[config.mk]
export PLATFORM = sky130hd
export DESIGN_NAME = micro_sequencer_flat
export DESIGN_NICKNAME = d
export VERILOG_FILES = /design/src/rtl/microseq_pkg.sv /design/src/rtl/micro_sequencer_if.sv /design/src/rtl/micro_sequencer.sv /design/src/flat_wrapper.sv
export SDC_FILE = /design/constraint.sdc
export NUM_CORES = 1
export LEC_CHECK = 0
export BUFFER_PORTS_ARGS = -buffer_cell sky130_fd_sc_hd__buf_2
export CAP_MARGIN = 20
export CORE_UTILIZATION = 55
export CTS_CLUSTER_DIAMETER = 80
export CTS_CLUSTER_SIZE = 14
export DETAILED_ROUTE_END_ITERATION = 8
export PLACE_DENSITY = 0.85
export SLEW_MARGIN = 20
export SYNTH_ARGS = -nofsm -noshare
export SYNTH_HDL_FRONTEND = slang
export SYNTH_SLANG_ARGS = --single-unit
[constraint.sdc]
create_clock -name clk -period 5.1 [get_ports clk]
set_input_delay 0.51 -clock clk [delete_from_list [all_inputs] [get_ports clk]]
set_output_delay 0.51 -clock clk [all_outputs]
set_load 0.005 [all_outputs]
[src/rtl/microseq_pkg.sv]
// Shared widths, state encoding and helpers for the micro_sequencer block.
package microseq_pkg;

    localparam int ADDR_W  = 9;
    localparam int INSTR_W = 29;
    localparam int CNT_W   = 10;

    // Unprogrammed ROM locations read as all-zero and are skipped as NOPs.
    localparam logic [INSTR_W-1:0] NOP_WORD = '0;

    typedef enum logic [2:0] {
        S_IDLE,
        S_FETCH,
        S_LATCH,
        S_ISSUE,
        S_WAIT,
        S_FINISH
    } state_t;

    function automatic logic [CNT_W-1:0] sat_inc(input logic [CNT_W-1:0] v);
        return (&v) ? v : v + CNT_W'(1);
    endfunction

endpackage

[src/rtl/micro_sequencer_if.sv]
// Control, ROM and datapath signals of the micro_sequencer, seen from the sequencer (master)
// and from its parent / datapath (slave).
interface micro_sequencer_if;
    import microseq_pkg::*;

    logic               start;
    logic [ADDR_W-1:0]  start_addr;
    logic [ADDR_W-1:0]  end_addr;
    logic [ADDR_W-1:0]  rom_addr;
    logic [INSTR_W-1:0] rom_data;
    logic [INSTR_W-1:0] instr;
    logic               instr_valid;
    logic               instr_ready;
    logic               exec_done;
    logic               busy;
    logic               done;
    logic               err;
    logic [CNT_W-1:0]   instr_cnt;

    modport master (
        input  start, start_addr, end_addr, rom_data, instr_ready, exec_done,
        output rom_addr, instr, instr_valid, busy, done, err, instr_cnt
    );

    modport slave (
        output start, start_addr, end_addr, rom_data, instr_ready, exec_done,
        input  rom_addr, instr, instr_valid, busy, done, err, instr_cnt
    );

endinterface

[src/rtl/micro_sequencer.sv]
// Microcode sequencer: walks one routine through a registered-read ROM and hands each word to the
// datapath. Define MICROSEQ_PREFETCH_EN to prefetch the next word while waiting for exec_done.
module micro_sequencer
    import microseq_pkg::*;
(
    input  logic              clk,
    input  logic              rst_n,
    micro_sequencer_if.master io_bus
);

    state_t             r_state;
    logic [ADDR_W-1:0]  r_pc;
    logic [ADDR_W-1:0]  r_end;
    logic [ADDR_W-1:0]  r_rom_addr;
    logic [INSTR_W-1:0] r_instr;
    logic               r_instr_valid;
    logic               r_busy;
    logic               r_done;
    logic               r_err;
    logic [CNT_W-1:0]   r_instr_cnt;
`ifdef MICROSEQ_PREFETCH_EN
    logic               r_pf_valid;
`endif

    logic [ADDR_W-1:0]  w_pc_inc;
    logic               w_at_end;

    // pc only advances while pc != end, so it can never wrap past 511.
    assign w_pc_inc = r_pc + ADDR_W'(1);
    assign w_at_end = (r_pc == r_end);

    // NOTE: every register in this block is updated with non-blocking assignments so all
    // transitions see the same pre-edge values, independent of statement order.
    always_ff @(posedge clk or negedge rst_n) begin
        if (!rst_n) begin
            r_state       <= S_IDLE;
            r_pc          <= '0;
            r_end         <= '0;
            r_rom_addr    <= '0;
            r_instr       <= '0;
            r_instr_valid <= 1'b0;
            r_busy        <= 1'b0;
            r_done        <= 1'b0;
            r_err         <= 1'b0;
            r_instr_cnt   <= '0;
`ifdef MICROSEQ_PREFETCH_EN
            r_pf_valid    <= 1'b0;
`endif
        end else begin
            r_done <= 1'b0;
            case (r_state)
                S_IDLE: begin
                    if (io_bus.start) begin
                        r_busy <= 1'b1;
                        if (io_bus.start_addr > io_bus.end_addr) begin
                            r_err   <= 1'b1;
                            r_done  <= 1'b1;
                            r_state <= S_FINISH;
                        end else begin
                            r_pc        <= io_bus.start_addr;
                            r_end       <= io_bus.end_addr;
                            r_rom_addr  <= io_bus.start_addr;
                            r_instr_cnt <= '0;
                            r_err       <= 1'b0;
                            r_state     <= S_FETCH;
                        end
                    end
                end

                // rom_addr was loaded on entry; this cycle lets the ROM register it.
                S_FETCH: r_state <= S_LATCH;

                S_LATCH: begin
                    if (io_bus.rom_data == NOP_WORD) begin
                        if (w_at_end) begin
                            r_done  <= 1'b1;
                            r_state <= S_FINISH;
                        end else begin
                            r_pc       <= w_pc_inc;
                            r_rom_addr <= w_pc_inc;
                            r_state    <= S_FETCH;
                        end
                    end else begin
                        r_instr       <= io_bus.rom_data;
                        r_instr_valid <= 1'b1;
                        r_state       <= S_ISSUE;
                    end
                end

                S_ISSUE: begin
                    if (io_bus.instr_ready) begin
                        r_instr_valid <= 1'b0;
                        r_instr_cnt   <= sat_inc(r_instr_cnt);
                        r_state       <= S_WAIT;
`ifdef MICROSEQ_PREFETCH_EN
                        r_pf_valid    <= 1'b0;
                        if (!w_at_end) r_rom_addr <= w_pc_inc;
`endif
                    end
                end

`ifdef MICROSEQ_PREFETCH_EN
                // Prefetched data is usable once rom_addr has been held for a full WAIT cycle.
                S_WAIT: begin
                    if (io_bus.exec_done) begin
                        if (w_at_end) begin
                            r_done  <= 1'b1;
                            r_state <= S_FINISH;
                        end else if (!r_pf_valid) begin
                            r_pc    <= w_pc_inc;
                            r_state <= S_LATCH;
                        end else if (io_bus.rom_data == NOP_WORD) begin
                            if (w_pc_inc == r_end) begin
                                r_done  <= 1'b1;
                                r_state <= S_FINISH;
                            end else begin
                                r_pc       <= r_pc + ADDR_W'(2);
                                r_rom_addr <= r_pc + ADDR_W'(2);
                                r_state    <= S_FETCH;
                            end
                        end else begin
                            r_pc          <= w_pc_inc;
                            r_instr       <= io_bus.rom_data;
                            r_instr_valid <= 1'b1;
                            r_state       <= S_ISSUE;
                        end
                    end else begin
                        r_pf_valid <= 1'b1;
                    end
                end
`else
                S_WAIT: begin
                    if (io_bus.exec_done) begin
                        if (w_at_end) begin
                            r_done  <= 1'b1;
                            r_state <= S_FINISH;
                        end else begin
                            r_pc       <= w_pc_inc;
                            r_rom_addr <= w_pc_inc;
                            r_state    <= S_FETCH;
                        end
                    end
                end
`endif

                S_FINISH: begin
                    r_busy  <= 1'b0;
                    r_state <= S_IDLE;
                end

                default: r_state <= S_IDLE;
            endcase
        end
    end

    assign io_bus.rom_addr    = r_rom_addr;
    assign io_bus.instr       = r_instr;
    assign io_bus.instr_valid = r_instr_valid;
    assign io_bus.busy        = r_busy;
    assign io_bus.done        = r_done;
    assign io_bus.err         = r_err;
    assign io_bus.instr_cnt   = r_instr_cnt;

endmodule

[src/flat_wrapper.sv]
// flat-port wrapper written by rule: the top's interface ports become plain ports
module micro_sequencer_flat import microseq_pkg::*;
  (clk, rst_n, io_bus_start, io_bus_start_addr, io_bus_end_addr, io_bus_rom_data, io_bus_instr_ready, io_bus_exec_done, io_bus_rom_addr, io_bus_instr, io_bus_instr_valid, io_bus_busy, io_bus_done, io_bus_err, io_bus_instr_cnt);
  micro_sequencer_if io_bus_i ();
  input  logic clk;
  input  logic rst_n;
  input wire logic [$bits(io_bus_i.start)-1:0] io_bus_start;
  input wire logic [$bits(io_bus_i.start_addr)-1:0] io_bus_start_addr;
  input wire logic [$bits(io_bus_i.end_addr)-1:0] io_bus_end_addr;
  input wire logic [$bits(io_bus_i.rom_data)-1:0] io_bus_rom_data;
  input wire logic [$bits(io_bus_i.instr_ready)-1:0] io_bus_instr_ready;
  input wire logic [$bits(io_bus_i.exec_done)-1:0] io_bus_exec_done;
  output wire logic [$bits(io_bus_i.rom_addr)-1:0] io_bus_rom_addr;
  output wire logic [$bits(io_bus_i.instr)-1:0] io_bus_instr;
  output wire logic [$bits(io_bus_i.instr_valid)-1:0] io_bus_instr_valid;
  output wire logic [$bits(io_bus_i.busy)-1:0] io_bus_busy;
  output wire logic [$bits(io_bus_i.done)-1:0] io_bus_done;
  output wire logic [$bits(io_bus_i.err)-1:0] io_bus_err;
  output wire logic [$bits(io_bus_i.instr_cnt)-1:0] io_bus_instr_cnt;
  assign io_bus_i.start = io_bus_start;
  assign io_bus_i.start_addr = io_bus_start_addr;
  assign io_bus_i.end_addr = io_bus_end_addr;
  assign io_bus_i.rom_data = io_bus_rom_data;
  assign io_bus_i.instr_ready = io_bus_instr_ready;
  assign io_bus_i.exec_done = io_bus_exec_done;
  assign io_bus_rom_addr = io_bus_i.rom_addr;
  assign io_bus_instr = io_bus_i.instr;
  assign io_bus_instr_valid = io_bus_i.instr_valid;
  assign io_bus_busy = io_bus_i.busy;
  assign io_bus_done = io_bus_i.done;
  assign io_bus_err = io_bus_i.err;
  assign io_bus_instr_cnt = io_bus_i.instr_cnt;
  micro_sequencer u_core (.clk(clk), .rst_n(rst_n), .io_bus(io_bus_i));
endmodule
==> impl_metrics.xml, run 1 <==
<?xml version="1.0" encoding="UTF-8"?>
<metrics>
  <group name="worst_setup_path">
    <metric name="setup.worst_path.end_class" unit="">register</metric>
    <metric name="crit_path_buf_inv_count" unit="">2</metric>
    <metric name="worst_path_fanout_max" unit="">12</metric>
    <metric name="critPathArrivalTime" unit="ps">2710</metric>
    <metric name="slowest_stage" unit="">sky130_fd_sc_hd__a2111oi_2</metric>
    <metric name="max_stage_delay" unit="ps">550</metric>
    <metric name="critical_path_required" unit="ps">5380</metric>
    <metric name="cp_cell_sequence" unit="">buf_2 &gt; inv_1 &gt; ha_1 &gt; a21o_1 &gt; a21o_1 &gt; a2111oi_2 &gt; or2_2 &gt; and2_1 &gt; a22o_1</metric>
    <metric name="path_delay_family" unit="">compound AO/OA/AOI/OAI gates</metric>
    <metric name="ff2ff_setup_slack" unit="ps">2820</metric>
    <metric name="critical_path.startpoint_type" unit="">input pin</metric>
    <metric name="criticalPathCategory" unit="">input pin to register</metric>
    <metric name="timing.critical_path.mode_cell" unit="">sky130_fd_sc_hd__a21o_1</metric>
  </group>
  <group name="detailed_routing">
    <metric name="first_iter_violations" unit="">146</metric>
    <metric name="num_vias" unit="">2932</metric>
    <metric name="viasPerCell" unit="">5.75</metric>
    <metric name="final_ant_viol_nets" unit="">0</metric>
    <metric name="drc" unit="">0</metric>
    <metric name="firstDrtPassIters" unit="">5</metric>
    <metric name="wl_per_cell" unit="um">15.5</metric>
    <metric name="drt-total-wl" unit="mm">7.92</metric>
  </group>
  <group name="placed_design">
    <metric name="numPortBuffers" unit="">103</metric>
    <metric name="post_dp_cell_area" unit="sq um">3860</metric>
    <metric name="place.gp.congestion" unit="">0.862</metric>
    <metric name="dp_hpwl" unit="mm">5.83</metric>
  </group>
  <group name="clocking">
    <metric name="postCtsSetupBuffers" unit="">0</metric>
    <metric name="post_cts_resized" unit="">0</metric>
    <metric name="cts-buffers-inserted" unit="">9</metric>
    <metric name="ctsHtreeMaxLevel" unit="">3</metric>
    <metric name="clock_latency" unit="ps">350</metric>
    <metric name="clock_tree_from_tritoncts" unit="">built</metric>
    <metric name="ctsHoldBuffers" unit="">0</metric>
    <metric name="cts-root-buf" unit="">sky130_fd_sc_hd__clkbuf_8</metric>
    <metric name="cts_num_sinks" unit="">64</metric>
    <metric name="cts_max_path_buffers" unit="">2</metric>
    <metric name="clkTransAtPathRegs" unit="ps">70</metric>
  </group>
  <group name="synth">
    <metric name="netlist_top_cells_area" unit="">sky130_fd_sc_hd__dfrtp_1 49%, sky130_fd_sc_hd__mux2_2 9.9%, sky130_fd_sc_hd__o21ai_0 5.3%, sky130_fd_sc_hd__ha_1 4.2%, sky130_fd_sc_hd__nand2_1 4.0%</metric>
    <metric name="synth_edf_count" unit="">0</metric>
    <metric name="fraction_of_post_synthesis_cell_area_in_the_top_cell_type_by_area" unit="%">48.5</metric>
    <metric name="yosys_register_bits" unit="">64</metric>
    <metric name="postSynthCellCount" unit="">329</metric>
    <metric name="syn_avg_cell_area" unit="sq um">10.0</metric>
    <metric name="synth_commonest_cells" unit="">64 x sky130_fd_sc_hd__dfrtp_1, 35 x sky130_fd_sc_hd__nand2_1, 35 x sky130_fd_sc_hd__o21ai_0</metric>
    <metric name="synthDistinctLibCells" unit="">41</metric>
    <metric name="synth-main-ff-cell" unit="">sky130_fd_sc_hd__dfrtp_1</metric>
    <metric name="synthArstFlopShare" unit="%">100</metric>
    <metric name="synth_sequential_area_ratio" unit="%">48.5</metric>
    <metric name="synth.cell_area" unit="sq um">3300</metric>
    <metric name="post-synth-top-count-cell" unit="">sky130_fd_sc_hd__dfrtp_1</metric>
    <metric name="synth_nets" unit="">392</metric>
    <metric name="yosysTopAreaCell" unit="">sky130_fd_sc_hd__dfrtp_1</metric>
    <metric name="yosys_warnings" unit="">0</metric>
  </group>
  <group name="floorplanning">
    <metric name="initial_core_util" unit="%">58.5</metric>
    <metric name="number_of_standard_cell_rows_in_the_floorplan" unit="">27</metric>
    <metric name="die_ht" unit="um">79.5</metric>
    <metric name="io_pins" unit="">104</metric>
    <metric name="die_width" unit="um">79.5</metric>
    <metric name="design.die.area" unit="sq um">6310</metric>
    <metric name="core-area" unit="sq um">5640</metric>
  </group>
  <group name="run_status">
    <metric name="run_status" unit="">completed</metric>
  </group>
  <group name="power">
    <metric name="power_per_cell_area" unit="nW/um^2">566</metric>
    <metric name="switching_share" unit="%">38.7</metric>
    <metric name="intPower" unit="mW">1.40</metric>
    <metric name="worst_ir_drop_vdd" unit="mV">0.320</metric>
    <metric name="power_leakage" unit="nW">1.95</metric>
    <metric name="switchingPower" unit="mW">0.888</metric>
    <metric name="comb_power_share" unit="%">43.1</metric>
    <metric name="pwr-share-seq" unit="%">40.0</metric>
    <metric name="power_frac_clock" unit="%">16.9</metric>
    <metric name="design_power_total" unit="mW">2.29</metric>
  </group>
  <group name="layout">
    <metric name="fillers" unit="">403</metric>
    <metric name="antenna_cells_inserted" unit="">0</metric>
    <metric name="finalNetCount" unit="">496</metric>
    <metric name="design_area" unit="sq um">4050</metric>
    <metric name="syn_to_final_growth" unit="%">22.6</metric>
    <metric name="layout-drive-gt1-share" unit="%">36.1</metric>
  </group>
  <group name="global_routing">
    <metric name="grt_overflow_total" unit="">0</metric>
    <metric name="first_global_vias" unit="">2803</metric>
    <metric name="grt_util_all_layers" unit="%">27.2</metric>
    <metric name="wire_length_of_the_first_global_routing_pass" unit="mm">13.1</metric>
    <metric name="grt_max_degree" unit="">65</metric>
    <metric name="antenna_found_initial" unit="">0</metric>
  </group>
  <group name="sta">
    <metric name="final_count_of_negative_setup_slack_endpoints" unit="">0</metric>
    <metric name="final_critical_path_required_period" unit="ps">2430</metric>
    <metric name="final_min_period_over_clock_period" unit="%">47.6</metric>
    <metric name="finalSetupTns" unit="ps">0</metric>
    <metric name="timing.clock.skew" unit="ps">9.86</metric>
    <metric name="timing.fmax" unit="GHz">0.412</metric>
    <metric name="worstMarginPinSlew" unit="ps">793</metric>
    <metric name="finalHoldViolCount" unit="">0</metric>
    <metric name="slew_headroom" unit="%">47.1</metric>
    <metric name="report.final.slew_viol_count" unit="">0</metric>
    <metric name="grt_setup_unrepaired" unit="">no</metric>
  </group>
  <group name="job">
    <metric name="number_of_violations_of_the_max_capacitance_limit" unit="">0</metric>
  </group>
  <group name="min_path">
    <metric name="hp-class" unit="">input pin to asynchronous set/reset pin</metric>
  </group>
</metrics>
[final timing paths]
path / from / to / cells past startpoint
max: io_bus_end_addr[6] / u_core.io_bus.rom_addr[0] / 9
min: rst_n / u_core.io_bus.instr[1] / 2
max reg2reg: u_core.r_state[0] / u_core.io_bus.instr_cnt[6] / 6
min reg2reg: u_core.io_bus.instr_valid / u_core.io_bus.instr_valid / 2
max in group asynchronous: rst_n / u_core.io_bus.instr_cnt[1] / 2
min in group clk: io_bus_rom_data[20] / u_core.io_bus.instr[20] / 2
[layout by cell type (no fill, tap or decap), types with 5 or more instances in the layout]
| master | count |
|---|---|
| sky130_fd_sc_hd__clkbuf_8 | 10 |
| sky130_fd_sc_hd__dfrtp_1 | 64 |
| sky130_fd_sc_hd__buf_2 | 103 |
| sky130_fd_sc_hd__a31oi_1 | 9 |
| sky130_fd_sc_hd__ha_1 | 11 |
| sky130_fd_sc_hd__and2_1 | 5 |
| sky130_fd_sc_hd__inv_1 | 15 |
| sky130_fd_sc_hd__nand4_1 | 5 |
| sky130_fd_sc_hd__a21oi_1 | 17 |
| sky130_fd_sc_hd__xnor2_1 | 10 |
| sky130_fd_sc_hd__mux2_2 | 29 |
| sky130_fd_sc_hd__nand2_1 | 35 |
| sky130_fd_sc_hd__o21ai_0 | 34 |
| sky130_fd_sc_hd__nand3_1 | 15 |
| sky130_fd_sc_hd__nor4_1 | 6 |
| sky130_fd_sc_hd__nor2_1 | 17 |
[stage by stage]
step	util, %	hold WS, ps	instances	worst slack (ps)
after floorplan	-	214	329	2800
after global placement	68.5	459	493	2340
after detailed placement	68.5	473	493	2290
after CTS	71.6	366	509	2640
after global routing	71.7	408	510	2570
final	71.7	334	510	2670
[layout make-up]
type	instances	area, sq um	share of cell area (%)
multi-input combinational	237	1590	39.2
timing repair buffer	106	538	13.3
clock inverter	5	32.5	0.804
inverter	15	56.3	1.39
clock buffer	11	141	3.49
tap	72	90.1	2.23
sequential	64	1600	39.6
[per-layer routing]
| layer | vias to the layer above | share of wire [%] | track usage, % |
|---|---|---|---|
| met4 | 0 | 2.9 | 13.5 |
| met5 | - | 0 | 0 |
| li1 | 1388 | - | - |
| met2 | 124 | 49 | 44.6 |
| met1 | 1397 | 42 | 34.7 |
| met3 | 23 | 6.2 | 4.57 |
[cell families (layout without fill, tap and decap cells)]
family	after synthesis	in the layout	synth area share, %
flip-flops	64	64	48.5
buffers and inverters	28	137	3.41
XOR/XNOR	10	10	2.65
adder cells (fa/ha/maj)	11	11	4.17
multiplexers	30	30	10.2
AND/OR/NAND/NOR	106	106	16.5
AO/OA/AOI/OAI	80	80	14.5
[registers in the layout, indices dropped and copies added, names as in the netlist]
name and flops:
u_core.io_bus.rom_addr 9, u_core.io_bus.busy 1, u_core.r_state 3, u_core.io_bus.instr 29
u_core.io_bus.done 1, u_core.io_bus.instr_cnt 10, u_core.io_bus.err 1, u_core.io_bus.instr_valid 1
u_core.r_end 9
[power groups by stage]
| stage | registers, mW | logic [mW] | clock network (mW) |
|---|---|---|---|
| finish | 0.917 | 0.988 | 0.387 |
| global route | 0.943 | 1.10 | 0.416 |
| CTS | 0.913 | 0.984 | 0.394 |
| detailed placement | 0.922 | 0.978 | 0 |
| global placement | 0.908 | 0.949 | 0 |
| floorplan | 0.888 | 0.669 | 0 |
Power figures use the tool's default switching activity.
==> run 2, diff against run 1 <==
--- a/config.mk
+++ b/config.mk
@@ -7,11 +7,11 @@
 export LEC_CHECK = 0
 export BUFFER_PORTS_ARGS = -buffer_cell sky130_fd_sc_hd__buf_2
 export CAP_MARGIN = 20
-export CORE_UTILIZATION = 55
+export CORE_UTILIZATION = 46
 export CTS_CLUSTER_DIAMETER = 80
 export CTS_CLUSTER_SIZE = 14
 export DETAILED_ROUTE_END_ITERATION = 8
-export PLACE_DENSITY = 0.85
+export PLACE_DENSITY = 0.76
 export SLEW_MARGIN = 20
 export SYNTH_ARGS = -nofsm -noshare
 export SYNTH_HDL_FRONTEND = slang
==> constraint.sdc (replaced) <==
create_clock -name clk -period 2.2 [get_ports clk]
set_input_delay 0.22 -clock clk [delete_from_list [all_inputs] [get_ports clk]]
set_output_delay 0.22 -clock clk [all_outputs]
set_load 0.005 [all_outputs]
==> run 2 against run 1 <==
  * Combinational power grew to 2.6 times the previous value
  * Final cell count up 8.6%
  * Clock skew fell by 1.3 ps
  * Utilization shrank 9.7 points
  * First-iteration DRC count decreased by 9.6%
  * Critical endpoint is now u_core.io_bus.instr_cnt[2]
  * Sequential power rose by 120%
  * Sequential share of layout area fell by 2.0 points
==> impl_metrics.xml, run 2 (synthesis results as in run 1) <==
<?xml version="1.0" encoding="UTF-8"?>
<metrics>
  <group name="run_status">
    <metric name="run_status" unit="">completed</metric>
  </group>
  <group name="global_routing">
    <metric name="grt_overflow_total" unit="">0</metric>
    <metric name="first_global_vias" unit="">2825</metric>
    <metric name="globalRoute.busiestLayer" unit="">met2</metric>
    <metric name="global_route.usage.met1" unit="%">29.3</metric>
    <metric name="grtUsageMet3" unit="%">6.76</metric>
    <metric name="antenna_found_initial" unit="">0</metric>
    <metric name="grt_util_all_layers" unit="%">23.3</metric>
    <metric name="wire_length_of_the_first_global_routing_pass" unit="mm">13.3</metric>
    <metric name="grt_max_degree" unit="">43</metric>
    <metric name="grt_util_met2" unit="%">38.5</metric>
  </group>
  <group name="floorplanning">
    <metric name="die_width" unit="um">86.7</metric>
    <metric name="die_ht" unit="um">86.7</metric>
    <metric name="design.die.area" unit="sq um">7520</metric>
    <metric name="io_pins" unit="">104</metric>
    <metric name="initial_core_util" unit="%">48.1</metric>
    <metric name="number_of_standard_cell_rows_in_the_floorplan" unit="">30</metric>
    <metric name="core-area" unit="sq um">6870</metric>
  </group>
  <group name="power">
    <metric name="comb_power_share" unit="%">46.1</metric>
    <metric name="pwr-share-seq" unit="%">36.1</metric>
    <metric name="power_frac_clock" unit="%">17.9</metric>
    <metric name="power_per_cell_area" unit="nW/um^2">1330</metric>
    <metric name="power_leakage" unit="nW">2.05</metric>
    <metric name="worst_ir_drop_vdd" unit="mV">0.722</metric>
    <metric name="switchingPower" unit="mW">2.15</metric>
    <metric name="intPower" unit="mW">3.53</metric>
    <metric name="switching_share" unit="%">37.8</metric>
  </group>
  <group name="layout">
    <metric name="fillers" unit="">613</metric>
    <metric name="flip_flop_count_of_the_largest_register_all_copies_and_words_added" unit="">29</metric>
    <metric name="utilization" unit="%">62.1</metric>
    <metric name="multi_input_comb_area" unit="sq um">1590</metric>
    <metric name="syn_to_final_growth" unit="%">29.2</metric>
    <metric name="commonest_non_fill_non_tap_cells_in_the_layout" unit="">103 x sky130_fd_sc_hd__buf_2, 64 x sky130_fd_sc_hd__dfrtp_1, 35 x sky130_fd_sc_hd__nand2_1</metric>
    <metric name="finalNetCount" unit="">516</metric>
    <metric name="finalNonFillerCells" unit="">554</metric>
    <metric name="layout-drive-gt1-share" unit="%">38.9</metric>
    <metric name="antenna_cells_inserted" unit="">0</metric>
    <metric name="area.sequential" unit="sq um">1600</metric>
    <metric name="layout.cells.most_common" unit="">sky130_fd_sc_hd__buf_2</metric>
  </group>
  <group name="sta">
    <metric name="timing.clock.skew" unit="ps">8.57</metric>
    <metric name="report.final.slew_viol_count" unit="">0</metric>
    <metric name="final_count_of_negative_setup_slack_endpoints" unit="">0</metric>
    <metric name="slew_headroom" unit="%">60.0</metric>
    <metric name="finalSetupTns" unit="ps">0</metric>
    <metric name="grt_setup_unrepaired" unit="">no</metric>
    <metric name="final_min_period_over_clock_period" unit="%">92.0</metric>
    <metric name="finalHoldViolCount" unit="">0</metric>
    <metric name="final_critical_path_required_period" unit="ps">2020</metric>
    <metric name="worstMarginPinSlew" unit="ps">600</metric>
    <metric name="timing.fmax" unit="GHz">0.494</metric>
  </group>
  <group name="clocking">
    <metric name="clock_tree_from_tritoncts" unit="">built</metric>
    <metric name="cts_num_sinks" unit="">64</metric>
    <metric name="cts-root-buf" unit="">sky130_fd_sc_hd__clkbuf_8</metric>
    <metric name="cts_max_path_buffers" unit="">2</metric>
    <metric name="cts-buffers-inserted" unit="">9</metric>
    <metric name="clkTransAtPathRegs" unit="ps">80</metric>
    <metric name="postCtsSetupBuffers" unit="">0</metric>
    <metric name="clock_latency" unit="ps">340</metric>
    <metric name="ctsHtreeMaxLevel" unit="">3</metric>
  </group>
  <group name="detailed_routing">
    <metric name="firstDrtPassIters" unit="">4</metric>
    <metric name="final_ant_viol_nets" unit="">0</metric>
    <metric name="drt-total-wl" unit="mm">8.27</metric>
    <metric name="viasPerCell" unit="">5.36</metric>
    <metric name="wl_per_cell" unit="um">14.9</metric>
    <metric name="first_iter_violations" unit="">132</metric>
    <metric name="num_vias" unit="">2970</metric>
    <metric name="drc" unit="">0</metric>
  </group>
  <group name="worst_setup_path">
    <metric name="critical_path.startpoint_type" unit="">register</metric>
    <metric name="r2r_cells" unit="">7</metric>
    <metric name="reg2reg_to" unit="">u_core.io_bus.instr_cnt[2]</metric>
    <metric name="critical_path_capture_point" unit="">u_core.io_bus.instr_cnt[2]</metric>
    <metric name="ff2ff_setup_slack" unit="ps">180</metric>
    <metric name="critical_path_required" unit="ps">2410</metric>
    <metric name="setup.worst_path.end_class" unit="">register</metric>
    <metric name="critical_path.reg2reg.startpoint" unit="">u_core.r_state[0]</metric>
    <metric name="critPathArrivalTime" unit="ps">2230</metric>
    <metric name="worst_path_fanout_max" unit="">11</metric>
    <metric name="startpoint" unit="">u_core.r_state[0]</metric>
    <metric name="criticalPathCategory" unit="">register to register</metric>
  </group>
  <group name="placed_design">
    <metric name="place.gp.congestion" unit="">0.856</metric>
    <metric name="dp_hpwl" unit="mm">6.11</metric>
    <metric name="dp_cells" unit="">537</metric>
    <metric name="numPortBuffers" unit="">103</metric>
  </group>
  <group name="job">
    <metric name="number_of_violations_of_the_max_capacitance_limit" unit="">0</metric>
  </group>
  <group name="min_path">
    <metric name="hp-class" unit="">input pin to register</metric>
  </group>
</metrics>
run 2: changes by cell type in the layout (fill, tap and decap cells not counted), sizes merged:
cell / previous run / this run
buf: 106 / 125
inv: 15 / 16
bufinv: 0 / 1
clkbuf: 11 / 9
dlygate4sd3: 0 / 1
run 2: repair_timing:
item / in CTS / in global routing
setup endpoints to repair: 0 / 1
gates resized for setup: 0 / 1
hold buffers: 1 / 0
endpoints found under the hold margin: 22 / 0
run 2: how the worst min path moves through the flow:
stage	from	to	slack, ps	cells past startpoint
floorplan	rst_n	u_core.io_bus.busy	-80	0
global placement	rst_n	u_core.io_bus.instr[0]	240	1
finish	io_bus_rom_data[8]	u_core.io_bus.instr[8]	120	2
CTS	io_bus_rom_data[8]	u_core.io_bus.instr[8]	110	2
global route	io_bus_rom_data[11]	u_core.io_bus.instr[11]	110	2
detailed placement	rst_n	u_core.io_bus.instr[0]	250	1
run 2: cell type report:
| class | count | area share (%) |
|---|---|---|
| Clock buffer | 9 | 2.91 |
| Clock inverter | 7 | 1.67 |
| Inverter | 15 | 1.32 |
| Multi-Input combinational cell | 237 | 37.2 |
| Sequential cell | 64 | 37.6 |
| Tap cell | 96 | 2.82 |
| Timing Repair Buffer | 126 | 16.5 |
run 2: power by group through the flow:
stage / logic (mW) / registers, mW / clock network (mW)
2_1_floorplan: 1.55 / 2.06 / 0
3_3_place_gp: 2.53 / 2.03 / 0
3_5_place_dp: 2.60 / 2.05 / 0
4_1_cts: 2.62 / 2.04 / 1.03
5_1_grt: 2.88 / 2.10 / 1.08
6_report: 2.61 / 2.05 / 1.01
run 2: per-stage QoR:
| stage | setup slack, ps | instance area (sq um) | hold slack (ps) | total power [mW] |
|---|---|---|---|---|
| after floorplan | 190 | 3300 | -75.6 | 3.61 |
| after global placement | 0.250 | 4060 | 239 | 4.56 |
| after detailed placement | -105 | 4060 | 250 | 4.65 |
| after CTS | 164 | 4260 | 113 | 5.69 |
| after global routing | 78.6 | 4260 | 114 | 6.07 |
| final | 176 | 4260 | 115 | 5.67 |
run 2: routing by layer:
layer	vias up	wire length (um)
li1	1430	-
met1	1407	3610
met2	123	3890
met3	10	646
met4	0	113
met5	-	0
run 2: worst max-delay path, stage by stage, from the launching register on:
cell	delay, ps
sky130_fd_sc_hd__dfrtp_1	460
sky130_fd_sc_hd__or3b_2	490
sky130_fd_sc_hd__a21oi_1	170
sky130_fd_sc_hd__o31a_1	200
sky130_fd_sc_hd__o21ai_0	90
sky130_fd_sc_hd__buf_4	170
sky130_fd_sc_hd__o21ai_0	180
sky130_fd_sc_hd__o21ai_0	130
==> run 3, diff against run 2 <==
--- a/config.mk
+++ b/config.mk
@@ -7,11 +7,13 @@
 export LEC_CHECK = 0
 export BUFFER_PORTS_ARGS = -buffer_cell sky130_fd_sc_hd__buf_2
 export CAP_MARGIN = 20
-export CORE_UTILIZATION = 46
+export CELL_PAD_IN_SITES_DETAIL_PLACEMENT = 1
+export CELL_PAD_IN_SITES_GLOBAL_PLACEMENT = 2
+export CORE_UTILIZATION = 28
 export CTS_CLUSTER_DIAMETER = 80
 export CTS_CLUSTER_SIZE = 14
 export DETAILED_ROUTE_END_ITERATION = 8
-export PLACE_DENSITY = 0.76
+export PLACE_DENSITY = 0.78
 export SLEW_MARGIN = 20
 export SYNTH_ARGS = -nofsm -noshare
 export SYNTH_HDL_FRONTEND = slang
==> run 3 against run 2 <==
  * Final cell count increased by 9.4%
  * Clock skew decreased by 1.1 ps
  * Combinational power increased by 6%
  * First-iteration DRC count decreased by 13%
  * Design area increased by 4.9%
  * Power increased by 9.0%
  * Flip-flop and latch count unchanged
  * Maximum frequency increased by 0.59%
  * Utilization decreased by 23 points
  * Via count increased by 0.91%
  * Largest power group unchanged
  * Critical path depth increased by 4
  * Sequential power about the same
==> impl_metrics.xml, run 3 (synthesis results as in run 1) <==
<?xml version="1.0" encoding="UTF-8"?>
<metrics>
  <group name="detailed_routing">
    <metric name="num_vias" unit="">2997</metric>
    <metric name="final_ant_viol_nets" unit="">0</metric>
    <metric name="first_iter_violations" unit="">115</metric>
    <metric name="firstDrtPassIters" unit="">4</metric>
    <metric name="wl_per_cell" unit="um">16.0</metric>
    <metric name="drc" unit="">0</metric>
    <metric name="drt-total-wl" unit="mm">9.72</metric>
    <metric name="viasPerCell" unit="">4.95</metric>
  </group>
  <group name="floorplanning">
    <metric name="number_of_standard_cell_rows_in_the_floorplan" unit="">39</metric>
    <metric name="die_ht" unit="um">111</metric>
    <metric name="core-area" unit="sq um">11500</metric>
    <metric name="initial_core_util" unit="%">28.8</metric>
    <metric name="io_pins" unit="">104</metric>
    <metric name="die_width" unit="um">111</metric>
    <metric name="design.die.area" unit="sq um">12200</metric>
  </group>
  <group name="power">
    <metric name="power_leakage" unit="nW">2.14</metric>
    <metric name="intPower" unit="mW">3.96</metric>
    <metric name="power_per_cell_area" unit="nW/um^2">1380</metric>
    <metric name="design_power_total" unit="mW">6.18</metric>
    <metric name="switchingPower" unit="mW">2.22</metric>
    <metric name="worst_ir_drop_vdd" unit="mV">0.678</metric>
    <metric name="comb_power_share" unit="%">44.7</metric>
    <metric name="pwr-share-seq" unit="%">32.7</metric>
    <metric name="power_frac_clock" unit="%">22.6</metric>
    <metric name="switching_share" unit="%">35.9</metric>
  </group>
  <group name="layout">
    <metric name="fillers" unit="">1360</metric>
    <metric name="design_area" unit="sq um">4470</metric>
    <metric name="finalNonFillerCells" unit="">606</metric>
    <metric name="commonest_non_fill_non_tap_cells_in_the_layout" unit="">103 x sky130_fd_sc_hd__buf_2, 64 x sky130_fd_sc_hd__dfrtp_1, 35 x sky130_fd_sc_hd__nand2_1, 35 x sky130_fd_sc_hd__o21ai_0, 29 x sky130_fd_sc_hd__mux2_2</metric>
    <metric name="syn_to_final_growth" unit="%">35.5</metric>
    <metric name="flip_flop_count_of_the_largest_register_all_copies_and_words_added" unit="">29</metric>
    <metric name="finalNetCount" unit="">522</metric>
    <metric name="antenna_cells_inserted" unit="">0</metric>
    <metric name="layout-drive-gt1-share" unit="%">39.3</metric>
    <metric name="layout.cells.most_common" unit="">sky130_fd_sc_hd__buf_2</metric>
  </group>
  <group name="clocking">
    <metric name="clock_tree_from_tritoncts" unit="">built</metric>
    <metric name="post_cts_resized" unit="">0</metric>
    <metric name="cts-root-buf" unit="">sky130_fd_sc_hd__clkbuf_16</metric>
    <metric name="clkTransAtPathRegs" unit="ps">60</metric>
    <metric name="cts_num_sinks" unit="">64</metric>
    <metric name="cts_max_path_buffers" unit="">2</metric>
    <metric name="clock_latency" unit="ps">340</metric>
    <metric name="ctsHtreeMaxLevel" unit="">3</metric>
    <metric name="cts-buffers-inserted" unit="">9</metric>
  </group>
  <group name="global_routing">
    <metric name="wire_length_of_the_first_global_routing_pass" unit="mm">16.2</metric>
    <metric name="grt_overflow_total" unit="">0</metric>
    <metric name="antenna_found_initial" unit="">0</metric>
    <metric name="grt_util_all_layers" unit="%">16.9</metric>
    <metric name="grt_max_degree" unit="">29</metric>
    <metric name="first_global_vias" unit="">3233</metric>
  </group>
  <group name="job">
    <metric name="number_of_violations_of_the_max_capacitance_limit" unit="">0</metric>
  </group>
  <group name="min_path">
    <metric name="hp-class" unit="">input pin to register</metric>
    <metric name="hold-path-cell-count" unit="">2</metric>
  </group>
  <group name="worst_setup_path">
    <metric name="slowest_stage" unit="">sky130_fd_sc_hd__a211oi_1</metric>
    <metric name="critical_path_required" unit="ps">2430</metric>
    <metric name="criticalPathCategory" unit="">input pin to register</metric>
    <metric name="worst_path_fanout_max" unit="">3</metric>
    <metric name="max_stage_delay" unit="ps">380</metric>
    <metric name="setup.worst_path.end_class" unit="">register</metric>
    <metric name="cp_cell_sequence" unit="">buf_2 &gt; inv_1 &gt; ha_1 &gt; buf_4 &gt; nand4_1 &gt; a211oi_1 &gt; a2111oi_2 &gt; or2_2 &gt; and2_1 &gt; buf_4 &gt; a22o_1</metric>
    <metric name="ff2ff_setup_slack" unit="ps">190</metric>
    <metric name="r2r_cells" unit="">7</metric>
    <metric name="timing.critical_path.mode_cell" unit="">sky130_fd_sc_hd__buf_4</metric>
    <metric name="critical_path.startpoint_type" unit="">input pin</metric>
    <metric name="critPathArrivalTime" unit="ps">2240</metric>
  </group>
  <group name="sta">
    <metric name="grt_setup_unrepaired" unit="">no</metric>
    <metric name="final_min_period_over_clock_period" unit="%">91.4</metric>
    <metric name="report.final.slew_viol_count" unit="">0</metric>
    <metric name="post-route-worst-setup-slack" unit="ps">188</metric>
    <metric name="finalHoldViolCount" unit="">0</metric>
    <metric name="worstMarginPinSlew" unit="ps">678</metric>
    <metric name="slew_headroom" unit="%">54.8</metric>
    <metric name="timing.clock.skew" unit="ps">7.48</metric>
    <metric name="final_count_of_negative_setup_slack_endpoints" unit="">0</metric>
    <metric name="timing.fmax" unit="GHz">0.497</metric>
    <metric name="worst_hold_slack" unit="ps">136</metric>
    <metric name="final_critical_path_required_period" unit="ps">2010</metric>
  </group>
  <group name="placed_design">
    <metric name="placement.setup.worst_slack" unit="ps">-173</metric>
    <metric name="dp_cells" unit="">590</metric>
    <metric name="numPortBuffers" unit="">103</metric>
    <metric name="dp_hpwl" unit="mm">7.53</metric>
    <metric name="place.gp.congestion" unit="">0.795</metric>
    <metric name="post_dp_cell_area" unit="sq um">4170</metric>
  </group>
  <group name="run_status">
    <metric name="run_status" unit="">completed</metric>
  </group>
</metrics>
==> run 3: cell count changes in the layout (fill, tap and decap cells not counted), sizes merged <==
| cell | delta |
|---|---|
| inv | -1 |
| clkinv | +1 |
| clkinvlp | -3 |
| buf | +6 |
| clkbuf | +2 |
==> run 3: final cells by class <==
| class | instances | area (sq um) | area share, % |
|---|---|---|---|
| clock buffer | 11 | 243 | 5.43 |
| clock inverter | 4 | 45.0 | 1.01 |
| inverter | 15 | 56.3 | 1.26 |
| multi-input combinational | 237 | 1590 | 35.5 |
| sequential | 64 | 1600 | 35.8 |
| tap | 143 | 179 | 4.00 |
| timing repair buffer | 132 | 761 | 17.0 |
==> run 3: metrics by stage <==
stage	TNS [ps]	util, %
2_1_floorplan	0	-
3_3_place_gp	0	36.4
3_5_place_dp	-1820	36.4
4_1_cts	0	39.0
5_1_grt	0	39.0
6_report	0	39.0
==> run 3: what timing repair did <==
action / CTS / global route
endpoints found under the hold margin: 24 / 0
setup buffers: 0 / 0
hold buffers: 1 / 0
==> run 3: power groups by stage <==
stage	logic, mW	registers [mW]	clock network, mW
global route	3.06	2.09	1.50
floorplan	1.55	2.06	0
CTS	2.80	2.03	1.45
finish	2.76	2.02	1.40
detailed placement	2.78	2.04	0
global placement	2.71	2.01	0
==> run 3: critical path, delay by kind of cell <==
kind                       cells  cell delay (ps)
AOI/OAI and AO/OA              3              700
and+or+nand+nor                3              670
buffers and inverters          4              360
adders and majority gates      1              290
==> run 3: final timing paths <==
path                                      startpoint                          to
max in group asynchronous                      rst_n   u_core.io_bus.rom_addr[8]
min                              io_bus_rom_data[22]     u_core.io_bus.instr[22]
max                               io_bus_end_addr[6]   u_core.io_bus.rom_addr[0]
min in group asynchronous                      rst_n      u_core.io_bus.instr[0]
min reg2reg                u_core.io_bus.instr_valid   u_core.io_bus.instr_valid
max reg2reg                        u_core.r_state[1]  u_core.io_bus.instr_cnt[6]
==> run 3: per-layer routing <==
layer  share of wire (%)  track usage [%]  vias to the layer above
met3                 6.9             5.27                       12
met2                  47             27.3                       86
li1                    -                -                     1436
met1                  44             20.5                     1463
met5                   0                0                        -
met4                 2.0             8.00                        0
